### src/rtl/sdram_port_arb.sv
// sdram_port_arb: round-robin arbiter that hands the SDRAM write path to one
// client write FIFO at a time. It issues one burst command per grant and steers
// the controller's per-word pop strobes to the granted FIFO's read enable.
module sdram_port_arb #(
    parameter  int unsigned NUM_PORTS = 4,
    parameter  int unsigned LEVEL_W   = 9,
    parameter  int unsigned BURST_LEN = 8,
    localparam int unsigned PORT_W    = $clog2(NUM_PORTS),
    localparam int unsigned LEN_W     = $clog2(BURST_LEN) + 1
) (
    input  logic                         i_clk,
    input  logic                         i_rst,
    input  logic [NUM_PORTS*LEVEL_W-1:0] i_fifo_level,
    input  logic [NUM_PORTS-1:0]         i_flush,
    output logic [NUM_PORTS-1:0]         o_fifo_rd_en,
    output logic                         o_cmd_valid,
    input  logic                         i_cmd_ready,
    output logic [PORT_W-1:0]            o_cmd_port,
    output logic [LEN_W-1:0]             o_cmd_len,
    input  logic                         i_data_pop,
    output logic                         o_busy,
    output logic                         o_err
);

    typedef enum logic [1:0] {
        ST_IDLE = 2'd0,
        ST_CMD  = 2'd1,
        ST_XFER = 2'd2
    } state_t;

    state_t             r_state;
    logic               r_cmd_valid;
    logic [PORT_W-1:0]  r_cmd_port;
    logic [LEN_W-1:0]   r_cmd_len;
    logic [LEN_W-1:0]   r_word_cnt;
    logic [PORT_W-1:0]  r_rr_ptr;
    logic               r_busy;
    logic               r_err;

    logic [LEVEL_W-1:0] w_level [NUM_PORTS];
    logic [NUM_PORTS-1:0] w_elig;
    logic               w_any;
    logic [PORT_W-1:0]  w_win;
    logic [LEVEL_W-1:0] w_win_level;
    logic [LEN_W-1:0]   w_win_len;
    logic [PORT_W-1:0]  w_next_ptr;
    logic               w_last_pop;

    // Unpack the per-port fill levels
    for (genvar g = 0; g < NUM_PORTS; g++) begin : g_level
        assign w_level[g] = i_fifo_level[g*LEVEL_W +: LEVEL_W];
    end

    // A port is eligible with a full burst buffered, or any data plus a flush request
    always_comb begin
        w_elig = '0;
        for (int i = 0; i < NUM_PORTS; i++) begin
            w_elig[i] = (w_level[i] >= LEVEL_W'(BURST_LEN)) ||
                        (i_flush[i] && (w_level[i] != '0));
        end
    end

    // First eligible port scanning upward from the round-robin pointer, with wrap
    always_comb begin
        logic [PORT_W:0] v_idx;
        w_any = 1'b0;
        w_win = '0;
        v_idx = '0;
        for (int k = 0; k < NUM_PORTS; k++) begin
            v_idx = {1'b0, r_rr_ptr} + (PORT_W+1)'(k);
            if (v_idx >= (PORT_W+1)'(NUM_PORTS)) begin
                v_idx = v_idx - (PORT_W+1)'(NUM_PORTS);
            end
            if (!w_any && w_elig[v_idx[PORT_W-1:0]]) begin
                w_any = 1'b1;
                w_win = v_idx[PORT_W-1:0];
            end
        end
    end

    // Burst length for the winner: full burst, or whatever a flushing port holds
    always_comb begin
        w_win_level = w_level[w_win];
        w_win_len   = (w_win_level >= LEVEL_W'(BURST_LEN)) ? LEN_W'(BURST_LEN)
                                                            : LEN_W'(w_win_level);
    end

    // Pointer advance past the port just served, and end-of-burst detect
    always_comb begin
        w_next_ptr = (r_cmd_port == PORT_W'(NUM_PORTS - 1)) ? '0
                                                            : r_cmd_port + PORT_W'(1);
        w_last_pop = i_data_pop && (r_word_cnt == (r_cmd_len - LEN_W'(1)));
    end

    // Arbitration FSM with registered command outputs and sticky protocol error
    always_ff @(posedge i_clk) begin
        if (i_rst) begin
            r_state     <= ST_IDLE;
            r_cmd_valid <= 1'b0;
            r_cmd_port  <= '0;
            r_cmd_len   <= '0;
            r_word_cnt  <= '0;
            r_rr_ptr    <= '0;
            r_busy      <= 1'b0;
            r_err       <= 1'b0;
        end else begin
            if (i_data_pop && (r_state != ST_XFER)) begin
                r_err <= 1'b1;
            end
            case (r_state)
                ST_IDLE: begin
                    if (w_any) begin
                        r_cmd_port  <= w_win;
                        r_cmd_len   <= w_win_len;
                        r_cmd_valid <= 1'b1;
                        r_busy      <= 1'b1;
                        r_state     <= ST_CMD;
                    end
                end
                ST_CMD: begin
                    if (i_cmd_ready) begin
                        r_cmd_valid <= 1'b0;
                        r_word_cnt  <= '0;
                        r_state     <= ST_XFER;
                    end
                end
                ST_XFER: begin
                    if (i_data_pop) begin
                        r_word_cnt <= r_word_cnt + LEN_W'(1);
                    end
                    if (w_last_pop) begin
                        r_rr_ptr <= w_next_ptr;
                        r_busy   <= 1'b0;
                        r_state  <= ST_IDLE;
                    end
                end
                default: begin
                    r_cmd_valid <= 1'b0;
                    r_busy      <= 1'b0;
                    r_state     <= ST_IDLE;
                end
            endcase
        end
    end

    // Pop strobes pass straight through to the granted FIFO, only during the data phase
    always_comb begin
        o_fifo_rd_en = '0;
        if ((r_state == ST_XFER) && i_data_pop) begin
            o_fifo_rd_en = NUM_PORTS'(1) << r_cmd_port;
        end
    end

    assign o_cmd_valid = r_cmd_valid;
    assign o_cmd_port  = r_cmd_port;
    assign o_cmd_len   = r_cmd_len;
    assign o_busy      = r_busy;
    assign o_err       = r_err;

endmodule

### config.mk
export PLATFORM = sky130hd
export DESIGN_NAME = sdram_port_arb
export DESIGN_NICKNAME = d
export VERILOG_FILES = /design/src/rtl/sdram_port_arb.sv
export SDC_FILE = /design/constraint.sdc
export NUM_CORES = 1
export LEC_CHECK = 0
export ABC_AREA = 1
export CORE_UTILIZATION = 50
export CTS_BUF_LIST = sky130_fd_sc_hd__clkbuf_4
export DETAILED_ROUTE_END_ITERATION = 10
export PLACE_DENSITY = 0.88
export SLEW_MARGIN = 20
export SYNTH_ARGS = -nofsm -noshare
export SYNTH_HDL_FRONTEND = slang
export SYNTH_SLANG_ARGS = --single-unit
### constraint.sdc
create_clock -name i_clk -period 4.65 [get_ports i_clk]
set_input_delay 0.6975 -clock i_clk [delete_from_list [all_inputs] [get_ports i_clk]]
set_output_delay 0.6975 -clock i_clk [all_outputs]
set_load 0.005 [all_outputs]
After elaboration in Yosys (flattened, before gate mapping). Cells that the tools add are included.

Register bits after elaboration: 17. Latch bits: 0. RAM bits: 0. Memory bits (read-only): 0. Bits of input ports: 44. Output and inout port bits: 13. Logic and storage cells: 112. Memories: 0.

Add/sub/neg operators: 10. Multipliers: 0. Div/mod/pow operators: 0. Magnitude comparators: 14. Equal/unequal tests: 9. Shifts and indexed selects: 1. Muxes and demuxes: 38. Bitwise logic cells: 3. Reduce and logical (&&, ||, !) cells: 29.

Operator list (number): $ge 9x4->1 const B (5); $reduce_bool 9->1 (4); $mux 2 (12); $bmux 9 s2 (1); $mux 9 (2); $mux 4 (4); $ge 3x3->1 const B (4); $lt 2x3->1 const B (4); $reduce_and 3->1 (4); $mux 1 (11); $logic_and 1x1->1 (10); $ne 2x2->1 const B (5); $bmux 1 s2 (4); $pmux 4 s2 (1); $sub 2x1->2 const B (4); $add 2x2->3 const B (2); $pmux 1 s3 (2); $pmux 2 s3 (1); $add 4x1->4 const B (1); $eq 2x2->1 const B (2); $eq 4x4->1 (1); $logic_or 1x1->1 (4); $reduce_and 2->1 (2); $shl 1x2->4 const A (1); other kinds (10) (13).

Logic depth before layout (Yosys ltp). Gate-level depths: netlist (run 1).

Depth after elaboration: 21. Gate-level depth with buffers: 17. Gate-level depth less buffers: 17.

Worst setup path before layout (run 1). Ideal clock, no wire load.

Kind: input -> register. From: input port i_fifo_level[3]. To: register r_cmd_len[2], in the netlist o_cmd_len[2]. Setup time: 0.113 ns. Arrival: 2.073 ns. Required time: 4.537 ns. Setup slack: 2.464 ns. Cell stages on the path: 14. Buffers on the path: 1. Cells stage by stage: or2_1 > nor2_4 > nand3_2 > nand3_2 > nand2_2 > nor2_8 > nand2_4 > nand2_4 > buf_6 > nor2_8 > nand3_1 > nand2_1 > nor2_1 > nor2_1.

Cells in the longest elaborated chain, start to end: 21. Elaborated cells on any way between the ends: 33. Classes of those cells: order compare: 2; mux: 20; bitwise: 1; reduce/logical: 10.

Ends and longest elaborated chain: start: declaration (line 13) `input logic [NUM_PORTS*LEVEL_W-1:0] i_fifo_level,`; branches (longest 21 deep; another with $ge 9x4->1); end signal: assignment (line 114) `r_cmd_len <= w_win_len;`; end: declaration (line 34) `logic [LEN_W-1:0] r_cmd_len;`.

Parallel ways; which one is timed is not known. The select of a mux whose other input is x is not followed. A chain may end at the register's enable or synchronous reset.

Final worst setup path (run 1).
From: input port i_data_pop. To: output port o_fifo_rd_en[3].

Cells in the longest elaborated chain, start to end: 2.

Ends and longest elaborated chain: start: declaration (line 20) `input logic i_data_pop,`; $logic_and 1x1->1 (line 149) `if ((r_state == ST_XFER) && i_data_pop) begin`; $mux 4 (line 149); end: declaration (line 15) `output logic [NUM_PORTS-1:0] o_fifo_rd_en,`.

Every way passes these cells.

==> out/metrics.yaml, run 1 <==
synth_top_area_cell: "dfxtp_1"
wire_per_inst_um: 11.9
synth_edf_count: 0
n_fill_cell: 225
synth.top_cells.by_area: "dfxtp_1 22%, nand2_1 12%, nor2_1 7.4%"
cp-end-kind: "primary output"
die_h_um: 57.9
regArea_um2: 340
synthFlopType: "dfxtp_1"
core_area_um2: 2850
min_from: "o_cmd_valid"
async_reset_ff_frac: 0
timing.rr.start: "r_rr_ptr[0]"
grt_pass1_vias: 1598
p_leak_nw: 0.958
whs_path_depth: 2
antenna_left: 0
num_rows: 19
drv_cap: 0
cts-root-buf: "clkbuf_4"
placed_area_um2: 2140
slowest_stage: "clkdlybuf4s50_1"
cpPeakStageDelay_ns: 0.51
dieArea_um2: 3360
grt-ovfl-total: 0
drv_slew: 0
cts_inserted_buffers: 3
worst_hold_path.endpoint: "o_cmd_valid"
p_sw_mw: 0.112
cts_hold_buf: 0
power.internal_mw: 0.266
timing.final.crit_share: 0.583
fp.dieW_um: 57.9
via_count: 1638
rsz0062_at_grt: "no"
grt_pass1_wl_um: 6600
synth_commonest_cells: "49 x nand2_1, 31 x nor2_1, 29 x inv_1, 22 x nand3_1, 17 x dfxtp_1"
synth_most_common_cell: "nand2_1"
multiInputGateArea_um2: 1080
stdcell_area_um2: 2170
first_pass_iters: 7
r2r-end: "o_cmd_len[2]"
status: "complete, but fails checks"
regToRegSetupSlack_ns: 2.66
synth_nets: 283
required_ns: 3.95
clock_path_buffers: 2
grt_start_max_net_pins: 12
antenna_found_initial: 0
dpl.hpwl_um: 3200
num-nets-final: 341
cp_max_fo: 5
min_period_ns: 2.71
p_per_area_nw_per_um2: 174
stdcell_count: 321
max_slew_margin: 0.694
synth.yosys.seq_area_share: 0.218
cts_setup_buffers: 0
start_kind: "input port"
layout-drive-gt1-share: 0.152
syn_area_um2: 1560
area_growth_pct: 38.8
post-synth-top-area-fraction: 0.218
antenna_cells: 0
power_frac_seq: 0.439
gp_congestion: 0.934
cts_sinks: 17
io_buffers: 56
clkPwrFrac: 0.226
critPathMostFrequentCell: "clkdlybuf4s50_1"
dr.first_iter.drc_count: 86
yosysWarnings: 0
clock_latency_ns: 0.29
cp_top_family: "buffers and inverters"
place_ws_ns: 1.89
violations: "DRC"
setup_viol: 0
worst_slew_pin_slew_ns: 0.458
crit_arrival_ns: 2.01
numPlacedInstances: 317
syn_avg_cell_area_um2: 6.71
rr_worst_depth: 13
fin_ws_ns: 1.94
path_buf_inv: 2
pin_count: 57
switching_share: 0.297
fmax_mhz: 369
ys_types: 35
cts_resized: 0
clkTransAtPathRegs_ns: 0.10
synth_seq_cells: 17
via_per_inst: 5.10
combPwrFrac: 0.335
cp_cell_sequence: "clkdlybuf4s50_1 > nand2_1 > nor2_1 > clkdlybuf4s50_1"
drc: 1
hold_slack_ns: 0.470
finalHoldViolations: 0
wl_um: 3820
syn_inst: 233
hp-class: "register to register"
htreeDepth: 1
tritoncts: "yes"
final.setup.tns_ns: 0
crit_type: "input port to primary output"
initial_core_util: 0.548
crit_path_start: "i_data_pop"
finalClockSkew_ns: 0.00391
ir_drop_mv: 0.237
grt_usage: 0.247
## per-layer routing
| layer | up-vias | wire (um) | global-route usage |
|---|---|---|---|
| met3 | 6 | 150 | 0.0513 |
| met5 | - | 0 | 0 |
| met4 | 0 | 36 | 0.0442 |
| li1 | 861 | - | - |
| met2 | 38 | 1760 | 0.409 |
| met1 | 733 | 1880 | 0.336 |
## registers in the layout, summed over array words and instances (netlist names)
register / cells
r_state: 2
o_err: 1
o_cmd_len: 4
r_word_cnt: 4
o_busy: 1
r_rr_ptr: 2
o_cmd_port: 2
o_cmd_valid: 1
## kinds of logic after synthesis
family,share of synthesized area
simple gates,0.507
buf+inv,0.0944
compound gates,0.100
flops,0.218
fa+ha+maj,0.0480
xor+xnor,0.0328
## placed cells by master (no fill, tap or decap)
master	instances
ha_1	6
clkinv_2	1
inv_2	2
and3_1	1
or2_1	1
nand3_4	1
nor2_8	2
clkbuf_4	4
xnor2_1	2
nand2_4	6
or2_2	1
nor3_1	5
o21a_1	1
xor2_1	2
nor2_2	1
o21ai_0	3
or2_4	3
nor2_4	4
nand4_1	3
clkdlybuf4s50_1	56
inv_1	29
nand3_1	22
clkinv_1	1
xnor2_2	1
nand2_1	49
o221ai_1	1
o21ai_2	2
nand2_2	6
a21oi_1	12
nor2_1	31
dfxtp_1	17
nand3_2	8
a21oi_2	2
a211oi_1	4
## cell type report
| type | count | area share |
|---|---|---|
| Sequential cell | 17 | 0.157 |
| Timing Repair Buffer | 56 | 0.258 |
| Multi-Input combinational cell | 180 | 0.496 |
| Inverter | 33 | 0.0576 |
| Tap cell | 31 | 0.0179 |
| Clock buffer | 4 | 0.0138 |
## tightest hold or removal path: cells and delay by family (launching register included)
kind | cells | cell delay (ns)
flip-flops | 1 | 0.32
AO/OA/AOI/OAI | 1 | 0.05
AND/OR/NAND/NOR | 1 | 0.06
## power by group through the flow
stage / logic, mW / registers [mW] / clock network [mW]
4_1_cts: 0.127 / 0.166 / 0.0866
3_5_place_dp: 0.126 / 0.169 / 0
5_1_grt: 0.141 / 0.167 / 0.0917
6_report: 0.127 / 0.166 / 0.0855
3_3_place_gp: 0.124 / 0.169 / 0
2_1_floorplan: 0.0662 / 0.168 / 0
## worst max path at each step
stage	end	slack (ns)	cells past startpoint
2_1_floorplan	o_cmd_len[2]	2.46	14
3_3_place_gp	o_cmd_len[2]	1.88	16
3_5_place_dp	o_cmd_len[2]	1.89	16
4_1_cts	o_fifo_rd_en[1]	1.95	4
5_1_grt	o_fifo_rd_en[3]	1.88	4
6_report	o_fifo_rd_en[3]	1.94	4
## stage by stage
| step | power, mW | util |
|---|---|---|
| after detailed placement | 0.295 | 0.750 |
| after global placement | 0.294 | 0.750 |
| final | 0.378 | 0.761 |
| after CTS | 0.379 | 0.761 |
| after global routing | 0.400 | 0.761 |
| after floorplan | 0.234 | - |
Note: power is estimated with default switching activity, not from simulation.
==> run 2, diff against run 1 <==
--- a/config.mk
+++ b/config.mk
@@ -6,10 +6,10 @@
 export NUM_CORES = 1
 export LEC_CHECK = 0
 export ABC_AREA = 1
-export CORE_UTILIZATION = 50
+export CORE_UTILIZATION = 46
 export CTS_BUF_LIST = sky130_fd_sc_hd__clkbuf_4
 export DETAILED_ROUTE_END_ITERATION = 10
-export PLACE_DENSITY = 0.88
+export PLACE_DENSITY = 0.82
 export SLEW_MARGIN = 20
 export SYNTH_ARGS = -nofsm -noshare
 export SYNTH_HDL_FRONTEND = slang
==> constraint.sdc (replaced) <==
create_clock -name i_clk -period 2.8 [get_ports i_clk]
set_input_delay 0.42 -clock i_clk [delete_from_list [all_inputs] [get_ports i_clk]]
set_output_delay 0.42 -clock i_clk [all_outputs]
set_load 0.005 [all_outputs]
==> run 2 against run 1 <==
The flow now finishes without violations. Critical path depth is 1 higher. Via count is 1.5% lower. Worst hold slack better by 0.0080 ns. Global-route usage is 0.43 points lower. Sequential power is 66% higher. Setup slack worse by 1.5 ns. Non-clock buffer count stayed put. Wire length is 2.9% higher. Die area is 8.4% higher. Sequential cell count stayed put. Critical path type is now register to primary output. Critical endpoint is now o_fifo_rd_en[1].
==> out/metrics.yaml, run 2 (synthesis results as in run 1) <==
slowest_stage: "clkdlybuf4s50_1"  # unchanged
cts_inserted_buffers: 3  # unchanged
wl_um: 3930  # was 3820 um
worst_slew_pin_slew_ns: 0.453  # was 0.458 ns
cp-end-kind: "primary output"  # unchanged
hp-class: "register to register"  # unchanged
p_leak_nw: 0.957  # was 0.958 nW
final.setup.tns_ns: 0  # unchanged
core_area_um2: 3130  # was 2850 um^2
rsz0062_at_grt: "no"  # unchanged
initial_core_util: 0.500  # was 0.548
dr.first_iter.drc_count: 73  # was 86
timing.final.crit_share: 0.829
cp_max_fo: 6  # was 5
r2r-end: "o_cmd_len[2]"  # unchanged
min_from: "o_cmd_valid"  # unchanged
io_buffers: 56  # unchanged
worst_hold_path.endpoint: "o_cmd_valid"  # unchanged
via_per_inst: 4.83  # was 5.10
dpl.hpwl_um: 3310  # was 3200 um
p_per_area_nw_per_um2: 282  # was 174 nW/um^2
mostFrequentLayoutCells: "56 x clkdlybuf4s50_1, 49 x nand2_1, 31 x nor2_1"  # unchanged
regToRegSetupSlack_ns: 0.79  # was 2.66 ns
cp_cell_sequence: "inv_1 > nor2_1 > nand2_1 > nor2_1 > clkdlybuf4s50_1"  # was clkdlybuf4s50_1 > nand2_1 > nor2_1 > clkdlybuf4s50_1
timing.rr.start: "r_rr_ptr[0]"  # unchanged
tritoncts: "yes"  # unchanged
path_buf_inv: 2  # unchanged
antenna_cells: 0  # unchanged
crit_arrival_ns: 1.90  # was 2.01 ns
num-nets-final: 341  # unchanged
stdcell_count: 334  # was 321
gp_congestion: 0.880  # was 0.934
cp_top_family: "simple AND/OR/NAND/NOR gates"  # was buffers and inverters
place_ws_ns: 0.299  # was 1.89 ns
status: "complete, no violations"  # was complete, but fails checks
antenna_found_initial: 0  # unchanged
ir_drop_mv: 0.367  # was 0.237 mV
crit_type: "register to primary output"  # was input port to primary output
clock_latency_ns: 0.29  # about the same
cts_sinks: 17  # unchanged
max_slew_margin: 0.697  # was 0.694
hold_slack_ns: 0.478  # was 0.470 ns
cts_setup_buffers: 0  # unchanged
setup_viol: 0  # unchanged
htreeDepth: 1  # unchanged
required_ns: 2.38  # was 3.95 ns
cts_resized: 0  # unchanged
min_period_ns: 2.32
cts-root-buf: "clkbuf_4"  # unchanged
drc: 0  # was 1
layout_commonest_cell: "clkdlybuf4s50_1"  # unchanged
drv_slew: 0  # unchanged
grt-ovfl-total: 0  # unchanged
numPlacedInstances: 330  # was 317
die_h_um: 60.3  # was 57.9 um
drv_cap: 0  # unchanged
grt_pass1_wl_um: 6710  # was 6600 um
critPathMostFrequentCell: "nor2_1"  # was clkdlybuf4s50_1
area_growth_pct: 39.7  # was 38.8%
finalHoldViolations: 0  # unchanged
via_count: 1614  # was 1638
start_kind: "register"  # was input port
cts_hold_buf: 0  # unchanged
num_rows: 20  # was 19
layout-drive-gt1-share: 0.152  # unchanged
fmax_mhz: 431
wire_per_inst_um: 11.8  # was 11.9 um
clock_path_buffers: 2  # unchanged
grt_usage: 0.243  # was 0.247
grt_pass1_vias: 1563  # was 1598
fp.dieW_um: 60.3  # was 57.9 um
fin_total_pwr_mw: 0.617  # was 0.378 mW
fin_ws_ns: 0.478  # was 1.94 ns
pin_count: 57  # unchanged
finalClockSkew_ns: 0.00842  # was 0.00391 ns
dieArea_um2: 3640  # was 3360 um^2
first_pass_iters: 4  # was 7
whs_path_depth: 2  # unchanged
clkTransAtPathRegs_ns: 0.11  # was 0.10 ns
grt_start_max_net_pins: 12  # unchanged
rr_worst_depth: 13  # unchanged
antenna_left: 0  # unchanged
cpPeakStageDelay_ns: 0.51  # about the same
run 2: cell type report:
cell class                 instances  area, um^2
timing repair buffer              56         561
sequential                        17         340
clock inverter                     1        5.00
tap                               44        55.1
clock buffer                       3        22.5
inverter                          33         125
multi-input combinational        180        1080
fill                             274         943
run 2: worst max path at each step:
stage                                start              end  slack [ns]  cells after the start
after floorplan            i_fifo_level[3]     o_cmd_len[2]        0.89                     14
after global placement    i_fifo_level[30]     o_cmd_len[2]        0.32                     14
after detailed placement  i_fifo_level[30]     o_cmd_len[2]        0.30                     16
after CTS                       r_state[1]  o_fifo_rd_en[1]        0.48                      5
after global routing            r_state[1]  o_fifo_rd_en[1]        0.29                      5
final                           r_state[1]  o_fifo_rd_en[1]        0.48                      5
run 2: metrics by stage:
step	cell area, um^2	util
CTS	2180	0.698
finish	2180	0.698
global route	2180	0.698
detailed placement	2160	0.690
floorplan	1560	-
global placement	2160	0.690
run 2: tightest hold or removal path: stages (launching register included):
cell,delay (ns)
dfxtp_1,0.33
nand2_1,0.06
a21oi_1,0.05
run 2: report_power, final:
group | switching [mW] | total (mW) | internal, mW
Combinational | 0.0935 | 0.211 | 0.117
Sequential | 0.0159 | 0.275 | 0.259
Clock | 0.0779 | 0.131 | 0.0530
run 2: layer usage:
layer  GRT usage  share of wire  vias up
met4      0.0332         0.0071        0
met3      0.0433          0.033        4
li1            -              -      864
met5           0              0        -
met1       0.310           0.46      720
met2       0.432           0.50       26
